===== config.mk =====
export PLATFORM = sky130hd
export DESIGN_NAME = dram_frame_sched
export DESIGN_NICKNAME = d
export VERILOG_FILES = /design/src/rtl/dram_sched_pkg.sv /design/src/rtl/dram_buf_pick.sv /design/src/rtl/dram_frame_sched.sv
export SDC_FILE = /design/constraint.sdc
export NUM_CORES = 1
export LEC_CHECK = 0
export CORE_MARGIN = 4
export CORE_UTILIZATION = 48
export DETAILED_ROUTE_END_ITERATION = 7
export HOLD_SLACK_MARGIN = 0.06
export PLACE_DENSITY = 0.84
export SETUP_SLACK_MARGIN = 0.05
export SLEW_MARGIN = 40
export SYNTH_ARGS = -nofsm -noshare
export SYNTH_HDL_FRONTEND = slang
export SYNTH_SLANG_ARGS = --single-unit

===== constraint.sdc =====
create_clock -name fclk -period 5.4 [get_ports fclk]
set_clock_uncertainty 0.15 [all_clocks]
set_input_delay 0.54 -clock fclk [delete_from_list [all_inputs] [get_ports fclk]]
set_output_delay 0.54 -clock fclk [all_outputs]
set_load 0.005 [all_outputs]

===== src/rtl/dram_sched_pkg.sv =====
// Shared types and constants for the DRAM frame-buffer scheduler.
package dram_sched_pkg;

  localparam int unsigned ALIGN_BYTES = 128;
  localparam logic [31:0] ALIGN_MASK  = ~(32'(ALIGN_BYTES) - 32'd1);

  typedef enum logic [1:0] {
    FREE    = 2'd0,
    WRITING = 2'd1,
    READY   = 2'd2,
    HELD    = 2'd3
  } buf_state_t;

  typedef enum logic [1:0] {
    W_IDLE = 2'd0,
    W_REQ  = 2'd1,
    W_DROP = 2'd2,
    W_BUSY = 2'd3
  } wstate_t;

endpackage


===== src/rtl/dram_buf_pick.sv =====
// Lowest-index FREE buffer priority encoder (purely combinational).
module dram_buf_pick #(
  parameter int NUM_BUFS = 3,
  parameter int IDX_W    = 3
) (
  input  logic [NUM_BUFS-1:0] free_i,
  output logic                found_o,
  output logic [IDX_W-1:0]    idx_o
);

  // Scan from the top down so the lowest free index wins.
  always_comb begin
    found_o = 1'b0;
    idx_o   = '0;
    for (int i = NUM_BUFS - 1; i >= 0; i--) begin
      if (free_i[i]) begin
        found_o = 1'b1;
        idx_o   = IDX_W'(i);
      end else begin
        found_o = found_o;
      end
    end
  end

endmodule


===== src/rtl/dram_frame_sched.sv =====
// Frame-buffer scheduler: rotates DRAM frame buffers between the frame writer
// and a reader, publishing the newest complete frame.
// Optional statistics counters are built when DRAM_SCHED_STATS_EN is defined.
module dram_frame_sched
  import dram_sched_pkg::*;
#(
  parameter int NUM_BUFS = 3,
  parameter int IDX_W    = 3,
  parameter int FNUM_W   = 16
) (
  input  logic              fclk,
  input  logic              rst,
  input  logic              cfg_enable,
  input  logic [31:0]       cfg_base_addr,
  input  logic [31:0]       cfg_stride,
  input  logic [31:0]       cfg_frame_bytes,
  output logic              wr_frame_valid,
  input  logic              wr_frame_ready,
  output logic [31:0]       wr_BUF_ADDR,
  output logic [31:0]       wr_FRAME_BYTES,
  input  logic              rd_acq_valid,
  output logic              rd_acq_ready,
  output logic [31:0]       rd_addr,
  output logic [IDX_W-1:0]  rd_idx,
  output logic [FNUM_W-1:0] rd_frame_num,
  output logic              rd_held,
  input  logic              rd_release,
  output logic              busy,
  output logic [1:0]        debug_wstate,
  output logic [31:0]       stat_written,
  output logic [31:0]       stat_skipped
);

  wstate_t           wstate_q, wstate_d;
  buf_state_t        buf_q [NUM_BUFS];
  buf_state_t        buf_d [NUM_BUFS];
  logic              valid_q, valid_d;
  logic [31:0]       addr_q, addr_d;
  logic [31:0]       bytes_q, bytes_d;
  logic [IDX_W-1:0]  wr_idx_q, wr_idx_d;
  logic              rdy_vld_q, rdy_vld_d;
  logic [IDX_W-1:0]  rdy_idx_q, rdy_idx_d;
  logic [31:0]       rdy_addr_q, rdy_addr_d;
  logic [FNUM_W-1:0] rdy_fnum_q, rdy_fnum_d;
  logic [FNUM_W-1:0] fnum_q, fnum_d;
  logic              held_q, held_d;
  logic [IDX_W-1:0]  hidx_q, hidx_d;
  logic [31:0]       haddr_q, haddr_d;
  logic [FNUM_W-1:0] hfnum_q, hfnum_d;

  logic [NUM_BUFS-1:0] free_s;
  logic                found_s;
  logic [IDX_W-1:0]    pick_idx_s;
  logic                pick_go_s;
  logic                complete_s;
  logic                acquire_s;
  logic                release_s;
  logic                demote_s;
  logic [31:0]         pick_addr_s;

  // Gather the FREE flags for the priority encoder.
  always_comb begin
    for (int i = 0; i < NUM_BUFS; i++) begin
      free_s[i] = (buf_q[i] == FREE);
    end
  end

  dram_buf_pick #(.NUM_BUFS(NUM_BUFS), .IDX_W(IDX_W)) u_pick (
    .free_i  (free_s),
    .found_o (found_s),
    .idx_o   (pick_idx_s)
  );

  assign rd_acq_ready = rdy_vld_q && !held_q;
  assign pick_go_s    = (wstate_q == W_IDLE) && cfg_enable && found_s;
  assign complete_s   = (wstate_q == W_BUSY) && wr_frame_ready;
  assign acquire_s    = rd_acq_valid && rd_acq_ready;
  assign release_s    = rd_release && held_q;
  assign demote_s     = complete_s && rdy_vld_q && !acquire_s;
  assign pick_addr_s  = (cfg_base_addr + (32'(pick_idx_s) * cfg_stride)) & ALIGN_MASK;

  // Writer FSM next state and request latching.
  always_comb begin
    wstate_d = wstate_q;
    valid_d  = valid_q;
    addr_d   = addr_q;
    bytes_d  = bytes_q;
    wr_idx_d = wr_idx_q;
    case (wstate_q)
      W_IDLE: begin
        if (pick_go_s) begin
          addr_d   = pick_addr_s;
          bytes_d  = cfg_frame_bytes & ALIGN_MASK;
          wr_idx_d = pick_idx_s;
          valid_d  = 1'b1;
          wstate_d = W_REQ;
        end else begin
          wstate_d = W_IDLE;
        end
      end
      W_REQ: begin
        if (valid_q && wr_frame_ready) begin
          valid_d  = 1'b0;
          wstate_d = W_DROP;
        end else begin
          wstate_d = W_REQ;
        end
      end
      // The writer's ready lingers one cycle after accept; wait for it to fall.
      W_DROP: begin
        if (!wr_frame_ready) begin
          wstate_d = W_BUSY;
        end else begin
          wstate_d = W_DROP;
        end
      end
      W_BUSY: begin
        if (wr_frame_ready) begin
          wstate_d = W_IDLE;
        end else begin
          wstate_d = W_BUSY;
        end
      end
      default: begin
        wstate_d = W_IDLE;
        valid_d  = 1'b0;
      end
    endcase
  end

  // Buffer ownership, READY slot and reader hold bookkeeping.
  always_comb begin
    rdy_vld_d  = rdy_vld_q;
    rdy_idx_d  = rdy_idx_q;
    rdy_addr_d = rdy_addr_q;
    rdy_fnum_d = rdy_fnum_q;
    fnum_d     = fnum_q;
    held_d     = held_q;
    hidx_d     = hidx_q;
    haddr_d    = haddr_q;
    hfnum_d    = hfnum_q;
    if (acquire_s) begin
      held_d    = 1'b1;
      hidx_d    = rdy_idx_q;
      haddr_d   = rdy_addr_q;
      hfnum_d   = rdy_fnum_q;
      rdy_vld_d = 1'b0;
    end else if (release_s) begin
      held_d = 1'b0;
    end else begin
      held_d = held_q;
    end
    // A completion refills the READY slot even if the old one was just acquired.
    if (complete_s) begin
      rdy_vld_d  = 1'b1;
      rdy_idx_d  = wr_idx_q;
      rdy_addr_d = addr_q;
      rdy_fnum_d = fnum_q;
      fnum_d     = fnum_q + FNUM_W'(1);
    end else begin
      fnum_d = fnum_q;
    end
    for (int i = 0; i < NUM_BUFS; i++) begin
      buf_d[i] = buf_q[i];
      if (pick_go_s && (pick_idx_s == IDX_W'(i))) buf_d[i] = WRITING;
      else if (complete_s && (wr_idx_q == IDX_W'(i))) buf_d[i] = READY;
      else if (acquire_s && (rdy_idx_q == IDX_W'(i))) buf_d[i] = HELD;
      else if (demote_s && (rdy_idx_q == IDX_W'(i))) buf_d[i] = FREE;
      else if (release_s && (hidx_q == IDX_W'(i))) buf_d[i] = FREE;
      else buf_d[i] = buf_q[i];
    end
  end

  // State registers with synchronous reset; reset abandons any frame in flight.
  always_ff @(posedge fclk) begin
    if (rst) begin
      wstate_q   <= W_IDLE;
      valid_q    <= 1'b0;
      addr_q     <= 32'd0;
      bytes_q    <= 32'd0;
      wr_idx_q   <= '0;
      rdy_vld_q  <= 1'b0;
      rdy_idx_q  <= '0;
      rdy_addr_q <= 32'd0;
      rdy_fnum_q <= '0;
      fnum_q     <= '0;
      held_q     <= 1'b0;
      hidx_q     <= '0;
      haddr_q    <= 32'd0;
      hfnum_q    <= '0;
      for (int i = 0; i < NUM_BUFS; i++) buf_q[i] <= FREE;
    end else begin
      wstate_q   <= wstate_d;
      valid_q    <= valid_d;
      addr_q     <= addr_d;
      bytes_q    <= bytes_d;
      wr_idx_q   <= wr_idx_d;
      rdy_vld_q  <= rdy_vld_d;
      rdy_idx_q  <= rdy_idx_d;
      rdy_addr_q <= rdy_addr_d;
      rdy_fnum_q <= rdy_fnum_d;
      fnum_q     <= fnum_d;
      held_q     <= held_d;
      hidx_q     <= hidx_d;
      haddr_q    <= haddr_d;
      hfnum_q    <= hfnum_d;
      for (int i = 0; i < NUM_BUFS; i++) buf_q[i] <= buf_d[i];
    end
  end

  assign wr_frame_valid = valid_q;
  assign wr_BUF_ADDR    = addr_q;
  assign wr_FRAME_BYTES = bytes_q;
  assign rd_held        = held_q;
  assign rd_idx         = hidx_q;
  assign rd_addr        = haddr_q;
  assign rd_frame_num   = hfnum_q;
  assign busy           = (wstate_q != W_IDLE);
  assign debug_wstate   = wstate_q;

`ifdef DRAM_SCHED_STATS_EN
  logic [31:0] stat_written_q;
  logic [31:0] stat_skipped_q;

  // Saturating completion and unread-discard counters.
  always_ff @(posedge fclk) begin
    if (rst) begin
      stat_written_q <= 32'd0;
      stat_skipped_q <= 32'd0;
    end else begin
      if (complete_s && (stat_written_q != 32'hFFFF_FFFF)) stat_written_q <= stat_written_q + 32'd1;
      if (demote_s && (stat_skipped_q != 32'hFFFF_FFFF)) stat_skipped_q <= stat_skipped_q + 32'd1;
    end
  end

  assign stat_written = stat_written_q;
  assign stat_skipped = stat_skipped_q;
`else
  assign stat_written = 32'd0;
  assign stat_skipped = 32'd0;
`endif

endmodule

### Yosys cells after proc, flatten, opt, wreduce, memory -nomap -nowiden

Memory sizes are Yosys's and may differ from the RTL's.
Index checks and enable logic that the tools add are counted.

| operators by class | value |
|---|---|
| add/sub/neg operators | 2 |
| multiply operators | 1 |
| divide/modulo/power cells | 0 |
| magnitude comparators | 0 |
| eq/ne operators | 13 |
| shift operators | 0 |
| mux-type cells | 39 |
| bitwise logic cells | 3 |
| reductions and logical operators | 40 |

Operators by type and width:

| kind | number |
|---|---|
| $mux 2 | 23 |
| $add 32x32->32 | 1 |
| $mul 3x32->32 | 1 |
| $logic_and 1x1->1 | 24 |
| $add 16x1->16 const B | 1 |
| $mux 1 | 14 |
| $eq 3x1->1 const B | 4 |
| $eq 3x2->1 const B | 4 |
| $logic_not 3->1 | 4 |
| $logic_not 2->1 | 4 |
| $pmux 2 s4 | 1 |
| $reduce_bool 2->1 | 4 |
| $eq 2x2->1 const B | 2 |
| $ne 2x2->1 const B | 2 |
| $or 1x1->1 | 3 |
| $reduce_and 3->1 | 1 |
| $eq 2x1->1 const B | 1 |
| $logic_not 1->1 | 2 |
| $pmux 1 s2 | 1 |
| $reduce_and 2->1 | 1 |

| storage, ports and cells | value |
|---|---|
| flip-flop bits (word level) | 162 |
| bits in latches | 0 |
| memory bits (writable) | 6 |
| ROM bits | 0 |
| input bits | 102 |
| output and inout bits | 185 |
| memories | 1 |

Memories:

| name | depth | bits a word | rd ports | clocked after Yosys merged registers in | write ports | RTL line | source |
|---|---|---|---|---|---|---|---|
| buf_q | 3 | 2 | 3 | 0 | 3 | dram_frame_sched.sv:35 | `buf_state_t buf_q [NUM_BUFS];` |

### Logic depth before layout (Yosys ltp)

Gate-level depths: netlist of the first run.

| depth | value |
|---|---|
| word-level depth | 11 |
| gate-level depth with buffers | 15 |
| depth with buffers taken out | 13 |

### Modules after synthesis

Synthesis of the first run repeated with hierarchy kept, for this count alone.

| second synthesis, totals | value |
|---|---|
| cell total of the unflattened synthesis | 1327 |
| area total of the unflattened synthesis | 10416.2 µm² |

By module, submodules not included:

| module | instances | cells an instance | area each (µm²) | seq. area each (µm²) |
|---|---|---|---|---|
| dram_frame_sched | 1 | 1322 | 10385.0 | 3363.2 |
| dram_buf_pick | 1 | 5 | 31.3 | 0.0 |

### Least setup slack after synthesis of the first run

OpenSTA, ideal clock, no wires.

| timing path | value |
|---|---|
| kind | register to register |
| start point | memory buf_q[0][3] (netlist name) |
| end point | register addr_q[18] (netlist: wr_BUF_ADDR[18]) |
| library setup time | 0.117 ns |
| arrival time | 3.448 ns |
| setup slack | 1.685 ns |
| stages on the path, launching flop included | 15 |
| buffers on the path | 1 |
| clock period less this slack | 3.715 ns |
| cell sequence | dfxtp_1 o22ai_1 nor3_1 clkbuf_1 nand2_1 fa_1 inv_1 ha_1 a21oi_1 o21bai_1 a21oi_1 inv_1 o21a_1 or3_1 a32o_1 |

RTL lines:

| what | RTL line | source |
|---|---|---|
| start: declaration | dram_frame_sched.sv:35 |  |
| end signal: assignment | dram_frame_sched.sv:195 | `addr_q <= addr_d;` |
| end: declaration | dram_frame_sched.sv:38 | `logic [31:0] addr_q, addr_d;` |

==> results of run 1 <==
-- layer usage --
layer | vias to the layer above | track usage [%] | wire length [um]
li1 | 4342 | - | -
met1 | 4089 | 27.70 | 10290
met2 | 299 | 38.08 | 12170
met3 | 37 | 4.634 | 1776
met4 | 0 | 6.908 | 576
met5 | - | 0 | 0
-- flip-flops by register name, summed over array words and instances, names as in the netlist --
signal and flops:
buf_q 6, debug_wstate 2, fnum_q 16, rd_addr 25
rd_frame_num 16, rd_held 1, rd_idx 2, rdy_addr_q 25
rdy_fnum_q 16, rdy_idx_q 2, rdy_vld_q 1, wr_BUF_ADDR 25
wr_FRAME_BYTES 25, wr_frame_valid 1, wr_idx_q 2
-- cell usage in the layout (no fill, tap or decap), types with 5 or more instances in the layout --
| cell type | synthesis | final |
|---|---|---|
| sky130_fd_sc_hd__nor3b_1 | 7 | 7 |
| sky130_fd_sc_hd__nand2b_1 | 5 | 5 |
| sky130_fd_sc_hd__conb_1 | 1 | 86 |
| sky130_fd_sc_hd__mux2i_1 | 5 | 5 |
| sky130_fd_sc_hd__ha_1 | 30 | 30 |
| sky130_fd_sc_hd__a21o_1 | 10 | 10 |
| sky130_fd_sc_hd__xnor2_1 | 12 | 12 |
| sky130_fd_sc_hd__dfxtp_1 | 165 | 165 |
| sky130_fd_sc_hd__nand3_1 | 16 | 15 |
| sky130_fd_sc_hd__a211o_1 | 5 | 5 |
| sky130_fd_sc_hd__nor2_1 | 53 | 52 |
| sky130_fd_sc_hd__a211oi_1 | 6 | 6 |
| sky130_fd_sc_hd__inv_1 | 87 | 87 |
| sky130_fd_sc_hd__fa_1 | 30 | 30 |
| sky130_fd_sc_hd__clkdlybuf4s50_1 | 0 | 192 |
| sky130_fd_sc_hd__o21bai_1 | 6 | 6 |
| sky130_fd_sc_hd__or3_1 | 7 | 7 |
| sky130_fd_sc_hd__and2_1 | 12 | 11 |
| sky130_fd_sc_hd__o21a_1 | 7 | 7 |
| sky130_fd_sc_hd__a21oi_1 | 165 | 165 |
| sky130_fd_sc_hd__nor3_1 | 18 | 16 |
| sky130_fd_sc_hd__o211ai_1 | 5 | 5 |
| sky130_fd_sc_hd__nand3b_1 | 8 | 8 |
| sky130_fd_sc_hd__nand4_1 | 15 | 15 |
| sky130_fd_sc_hd__xor2_1 | 10 | 10 |
| sky130_fd_sc_hd__buf_4 | 86 | 7 |
| sky130_fd_sc_hd__nand2_1 | 343 | 343 |
| sky130_fd_sc_hd__clkbuf_16 | 0 | 17 |
| sky130_fd_sc_hd__clkinv_8 | 0 | 7 |
| sky130_fd_sc_hd__and3_1 | 11 | 10 |
| sky130_fd_sc_hd__o21ai_0 | 25 | 25 |
-- final cells by class --
class	count	share of cell area (%)
tap	265	2.745
multi-input combinational	954	45.09
sequential	165	27.34
inverter	87	2.703
clock inverter	15	1.647
timing repair buffer	203	16.95
clock buffer	17	3.522
-- logic make-up after synthesis --
kind of cell	Yosys count	share of synthesized area, %
fa+ha+maj	60	10.13
simple gates	514	23.45
other cells	1	0.03892
mux	5	0.5194
xor+xnor	22	2.000
buf+inv	239	12.78
flops	165	34.28
compound gates	267	16.80
-- report_power, final --
group	switching (mW)	total [mW]	leakage, nW	internal (mW)
clock network	0.593	1.23	0.301	0.636
logic	0.335	0.613	3.30	0.278
registers	0.0406	1.30	1.34	1.26
-- per-stage QoR --
stage	setup slack (ns)	cell area (sq um)
floorplan	1.685	9955
finish	1.183	12080
detailed placement	1.231	11450
global placement	1.347	11390
CTS	1.195	12080
global route	0.8704	12080
-- tightest hold or removal path, cell delays in order, from the launching register on --
cell and delay [ns]:
sky130_fd_sc_hd__dfxtp_1 0.31, sky130_fd_sc_hd__nand2_1 0.05, sky130_fd_sc_hd__a21oi_1 0.05
-- worst max-delay path by stage --
| stage | from | end | slack [ns] | cells after the start |
|---|---|---|---|---|
| 2_1_floorplan | buf_q[0][3] | wr_BUF_ADDR[18] | 1.68 | 14 |
| 3_3_place_gp | buf_q[0][3] | wr_BUF_ADDR[27] | 1.35 | 14 |
| 3_5_place_dp | buf_q[0][3] | wr_BUF_ADDR[27] | 1.23 | 14 |
| 4_1_cts | buf_q[0][3] | wr_BUF_ADDR[27] | 1.19 | 14 |
| 5_1_grt | buf_q[0][3] | wr_BUF_ADDR[27] | 0.87 | 14 |
| 6_report | buf_q[0][3] | wr_BUF_ADDR[27] | 1.18 | 14 |
==> flow_summary.ini, run 1 <==
[logic_synthesis]
synth_top_area_share_pct = 34.28
synth_top_cells_by_count = 343 x sky130_fd_sc_hd__nand2_1, 165 x sky130_fd_sc_hd__a21oi_1, 165 x sky130_fd_sc_hd__dfxtp_1
post_synth_main_area_contributors = sky130_fd_sc_hd__dfxtp_1 34%, sky130_fd_sc_hd__nand2_1 13%, sky130_fd_sc_hd__a21oi_1 8.6%
yosysMostFrequentCell = sky130_fd_sc_hd__nand2_1
proportion_of_register_bits_with_asynchronous_set_or_reset_after_synthesis_pct = 0
syn_area_sq_um = 9635
ys.flop_type = sky130_fd_sc_hd__dfxtp_1
post_synth_num_cell_types = 66
synth_enable_flop_cells = 0
synthCells = 1273
ys_seq_elements = 165
synth-seq-area-share_pct = 34.28
synthesis.area_per_instance_sq_um = 7.569
yosysWarningCount = 0
synth_top_area_cell = sky130_fd_sc_hd__dfxtp_1

[sta]
period_share_pct = 78.10
final_setup_vio_count = 0
worst_hold_slack_ns = 0.3011
worstMarginPinSlew_ns = 0.7576
max_slew_margin_pct = 49.49
setup-tns-final_ns = 0
rsz0062_at_grt = false
timing.fmax_mhz = 237.1
hold_fails_final_rpt = 0
slew_viol_final = 0
period_minus_slack_ns = 4.217

[placed_design]
place_inst = 1674
dp_hpwl_mm = 18.55
io_buffer_count = 193
gpl.final_weighted_congestion = 0.8944

[clock_tree]
cts_hold_repair.buffers = 0
cts_tree = built
clockRootBuffer = sky130_fd_sc_hd__clkbuf_16
clk_lat_worst_skew_ns = 0.42
clk_slew_on_worst_s_h_paths_ns = 0.07
cts.sinks = 165
clockBufferDepth = 2
ctsHtreeMaxLevel = 4
postCtsSetupRepairBufs = 0
cts_repair_resized_insts = 0
numCtsBuffers = 17

[setup_path]
critical-path-top-cell-by-count = sky130_fd_sc_hd__o22ai_1
required_ns = 5.56
worst_r2r_endpoint = wr_BUF_ADDR[27]
slowest_cell_on_the_critical_path = sky130_fd_sc_hd__dfxtp_1
reg2reg_depth = 14
timing.critical_path.buf_inv = 2
critPathLaunchType = register
critical_path.max_fanout = 32
slowest_delay_ns = 0.51
ff2ff_setup_slack_ns = 1.18
arrival_ns = 4.37
path_cells = o22ai_1 > nor3_2 > buf_4 > nand2_1 > fa_1 > inv_1 > ha_1 > nand4_1 > or2_2 > o22ai_1 > nand2b_1 > o21ai_2 > a21o_1 > a32o_1
worst_setup_path_end_kind = register
critical_path.top_delay_family = compound AO/OA/AOI/OAI gates
rr_startpoint = buf_q[0][3]
worst-setup-path-type = reg2reg

[floorplan]
start_util_pct = 49.19
die-width_um = 149.7
std_cell_rows = 51
die_area_sq_um = 22400
die-height_um = 149.7
core-area_sq_um = 19590
pin_count = 287

[global_route]
antenna_violations_before_repair = 0
grt_pass1_wl_mm = 40.45
grt_start_max_net_pins = 116
globalRouteTotalUtil_pct = 22.06
grt_total_ovfl = 0
first_global_vias = 8384

[outcome]
run_status = completed

[cells_and_area]
num-nets-final = 1590
drive_gt1_share_pct = 4.650
multi_input_area_sq_um = 5446
utilization_after_layout_pct = 61.67
antenna_cells_inserted = 0
flow.area_growth_from_synthesis_pct = 25.37
area.sequential_sq_um = 3303
fillCellCount = 1750
fin_cells = 1706

[route]
dr_total_vias = 8767
route.final.wire_length_mm = 24.81
drc = 0
route.detailed.vias_per_inst = 5.139
drtIter0Drc = 716
drt.antenna.violating_nets = 0
detailed_routing_iteration_count_for_the_pre_antenna_repair_pass = 5
route.detailed.wl_per_inst_um = 14.55

[job]
max-cap-violations = 0

[power]
total_power_after_layout_mw = 3.139
total_leakage_power_nw = 4.940
power.density_cell_area_nw_per_um2 = 259.8
max-vdd-ir-drop_mv = 0.2447

[worst_hold_path]
hold_depth = 2
worst_hold_startpoint = rdy_fnum_q[5]
worst_hold_path_type = reg2reg
worstHoldEndpoint = rd_frame_num[5]
Power figures use the tool's default switching activity.
==> run 2: changes to the inputs <==
Settings changed: CORE_UTILIZATION 48 to 44, PLACE_DENSITY 0.84 to 0.81.
Clock period 5.4 ns to 3.7 ns, I/O delays scaled along.
==> flow_summary.ini, run 2 (synthesis results as in run 1) <==
[setup_path]
worst-setup-path-type = reg2reg
worst_r2r_endpoint = wr_BUF_ADDR[21]
reg2reg_depth = 16
rr_startpoint = buf_q[0][2]
critical_path.max_fanout = 7
critical_path_launch_point = buf_q[0][2]
critPathLaunchType = register
arrival_ns = 3.84
ff2ff_setup_slack_ns = 0.03
required_ns = 3.86
worst_setup_path_end_kind = register

[power]
power.density_cell_area_nw_per_um2 = 363.7
max-vdd-ir-drop_mv = 0.2319
total_leakage_power_nw = 5.462
total_power_after_layout_mw = 4.834

[placed_design]
io_buffer_count = 193
place_inst = 1769
gpl.final_weighted_congestion = 0.9200
dp_hpwl_mm = 19.52

[global_route]
grt_start_max_net_pins = 114
globalRouteTotalUtil_pct = 20.84
grt_total_ovfl = 0
first_global_vias = 8555
grt_pass1_wl_mm = 41.69
antenna_violations_before_repair = 0

[clock_tree]
clockBufferDepth = 2
ctsHtreeMaxLevel = 4
cts_tree = built
cts.sinks = 165
clockRootBuffer = sky130_fd_sc_hd__clkbuf_16
numCtsBuffers = 17
clk_lat_worst_skew_ns = 0.43
clk_slew_on_worst_s_h_paths_ns = 0.08

[route]
drt.antenna.violating_nets = 0
route.detailed.vias_per_inst = 5.092
detailed_routing_iteration_count_for_the_pre_antenna_repair_pass = 6
drc = 0
route.detailed.wl_per_inst_um = 15.06
dr_total_vias = 9221
route.final.wire_length_mm = 27.27
drtIter0Drc = 783

[sta]
max_slew_margin_pct = 49.51
rsz0062_at_grt = true
hold_fails_final_rpt = 0
slew_viol_final = 0
period_minus_slack_ns = 3.674
worstMarginPinSlew_ns = 0.7574
final_setup_vio_count = 0
period_share_pct = 99.29
timing.fmax_mhz = 272.2

[outcome]
run_status = completed

[cells_and_area]
num-nets-final = 1685
drive_gt1_share_pct = 14.52
top_library_cells_by_usage_in_the_layout_fill_and_taps_aside = 341 x sky130_fd_sc_hd__nand2_1, 192 x sky130_fd_sc_hd__clkdlybuf4s50_1, 161 x sky130_fd_sc_hd__dfxtp_1
mostFrequentLayoutCell = sky130_fd_sc_hd__nand2_1
utilization_after_layout_pct = 62.43
fin_cells = 1811
flow.area_growth_from_synthesis_pct = 37.92
antenna_cells_inserted = 0

[job]
max-cap-violations = 0

[floorplan]
start_util_pct = 45.27
die-height_um = 156.0
pin_count = 287
die-width_um = 156.0
std_cell_rows = 53
die_area_sq_um = 24330
core-area_sq_um = 21290

[worst_hold_path]
worstHoldEndpoint = rd_addr[17]
worst_hold_path_type = reg2reg
hold_depth = 2
worst_hold_startpoint = rdy_addr_q[17]
==> run 2: cell types whose count changed in the layout (fill, tap and decap cells not counted), sizes merged <==
cell      previous run  this run
buf                 10       103
clkbuf              18        20
clkinvlp             0         2
clkinv               8         6
==> run 2: through the flow <==
step	TNS, ns	setup WS [ns]	area [sq um]	hold slack (ns)
after floorplan	0	0.04179	9961	0.2821
after global placement	0	0.02301	12100	0.2884
after detailed placement	-0.1013	-0.03071	12100	0.2939
after CTS	0	0.05876	12850	0.3003
after global routing	-0.2735	-0.09007	13290	0.3213
final	0	0.02643	13290	0.2985
==> run 2: worst max-delay path, cell delays in order (launching register included) <==
cell and delay [ns]:
sky130_fd_sc_hd__dfxtp_2 0.34, sky130_fd_sc_hd__o22ai_4 0.21, sky130_fd_sc_hd__nor3_4 0.06, sky130_fd_sc_hd__buf_12 0.15, sky130_fd_sc_hd__buf_4 0.14, sky130_fd_sc_hd__and2_1 0.16, sky130_fd_sc_hd__fa_1 0.54, sky130_fd_sc_hd__ha_4 0.23
sky130_fd_sc_hd__a211oi_1 0.20, sky130_fd_sc_hd__buf_4 0.16, sky130_fd_sc_hd__o41ai_4 0.08, sky130_fd_sc_hd__buf_4 0.15, sky130_fd_sc_hd__nand4_1 0.14, sky130_fd_sc_hd__a21oi_2 0.13, sky130_fd_sc_hd__o31ai_4 0.33, sky130_fd_sc_hd__mux2i_2 0.30
sky130_fd_sc_hd__nand2_1 0.07
==> run 2: area by class of cell <==
class / instances / area, sq um
inverters: 87 / 326.6
flip-flops and latches: 165 / 3308
multi-input cells: 954 / 5833
repair buffers: 298 / 2868
clock buffers: 17 / 425.4
fillers: 1760 / 7998
well taps: 275 / 344.1
clock inverters: 15 / 183.9
==> run 2: layer usage <==
layer | vias to the layer above | part of all wire, % | track usage [%]
met5 | - | 0 | 0
met4 | 0 | 2.7 | 6.628
met3 | 56 | 7.2 | 4.438
met2 | 320 | 48 | 34.49
met1 | 4304 | 42 | 27.27
li1 | 4541 | - | -
==> run 2: worst max-delay path by stage <==
stage,endpoint,slack [ns]
finish,wr_BUF_ADDR[21],0.03
global route,wr_BUF_ADDR[21],-0.09
CTS,wr_BUF_ADDR[28],0.06
detailed placement,wr_BUF_ADDR[27],-0.03
global placement,wr_BUF_ADDR[27],0.02
floorplan,wr_BUF_ADDR[18],0.04
==> run 2: what timing repair did <==
item,4_1_cts,5_1_grt
cloned,2,2
hold buffers,0,0
buffers inserted,2,5
endpoints found under the setup margin,12,19
pin swaps,4,41
resized for setup,12,72
==> run 2: report_power, final <==
group,leakage [nW],internal (mW),switching [mW],total (mW)
registers,1.34,1.83,0.0605,1.89
clock network,0.289,0.918,0.851,1.77
logic,3.83,0.580,0.590,1.17
total,5.46,3.33,1.50,4.83
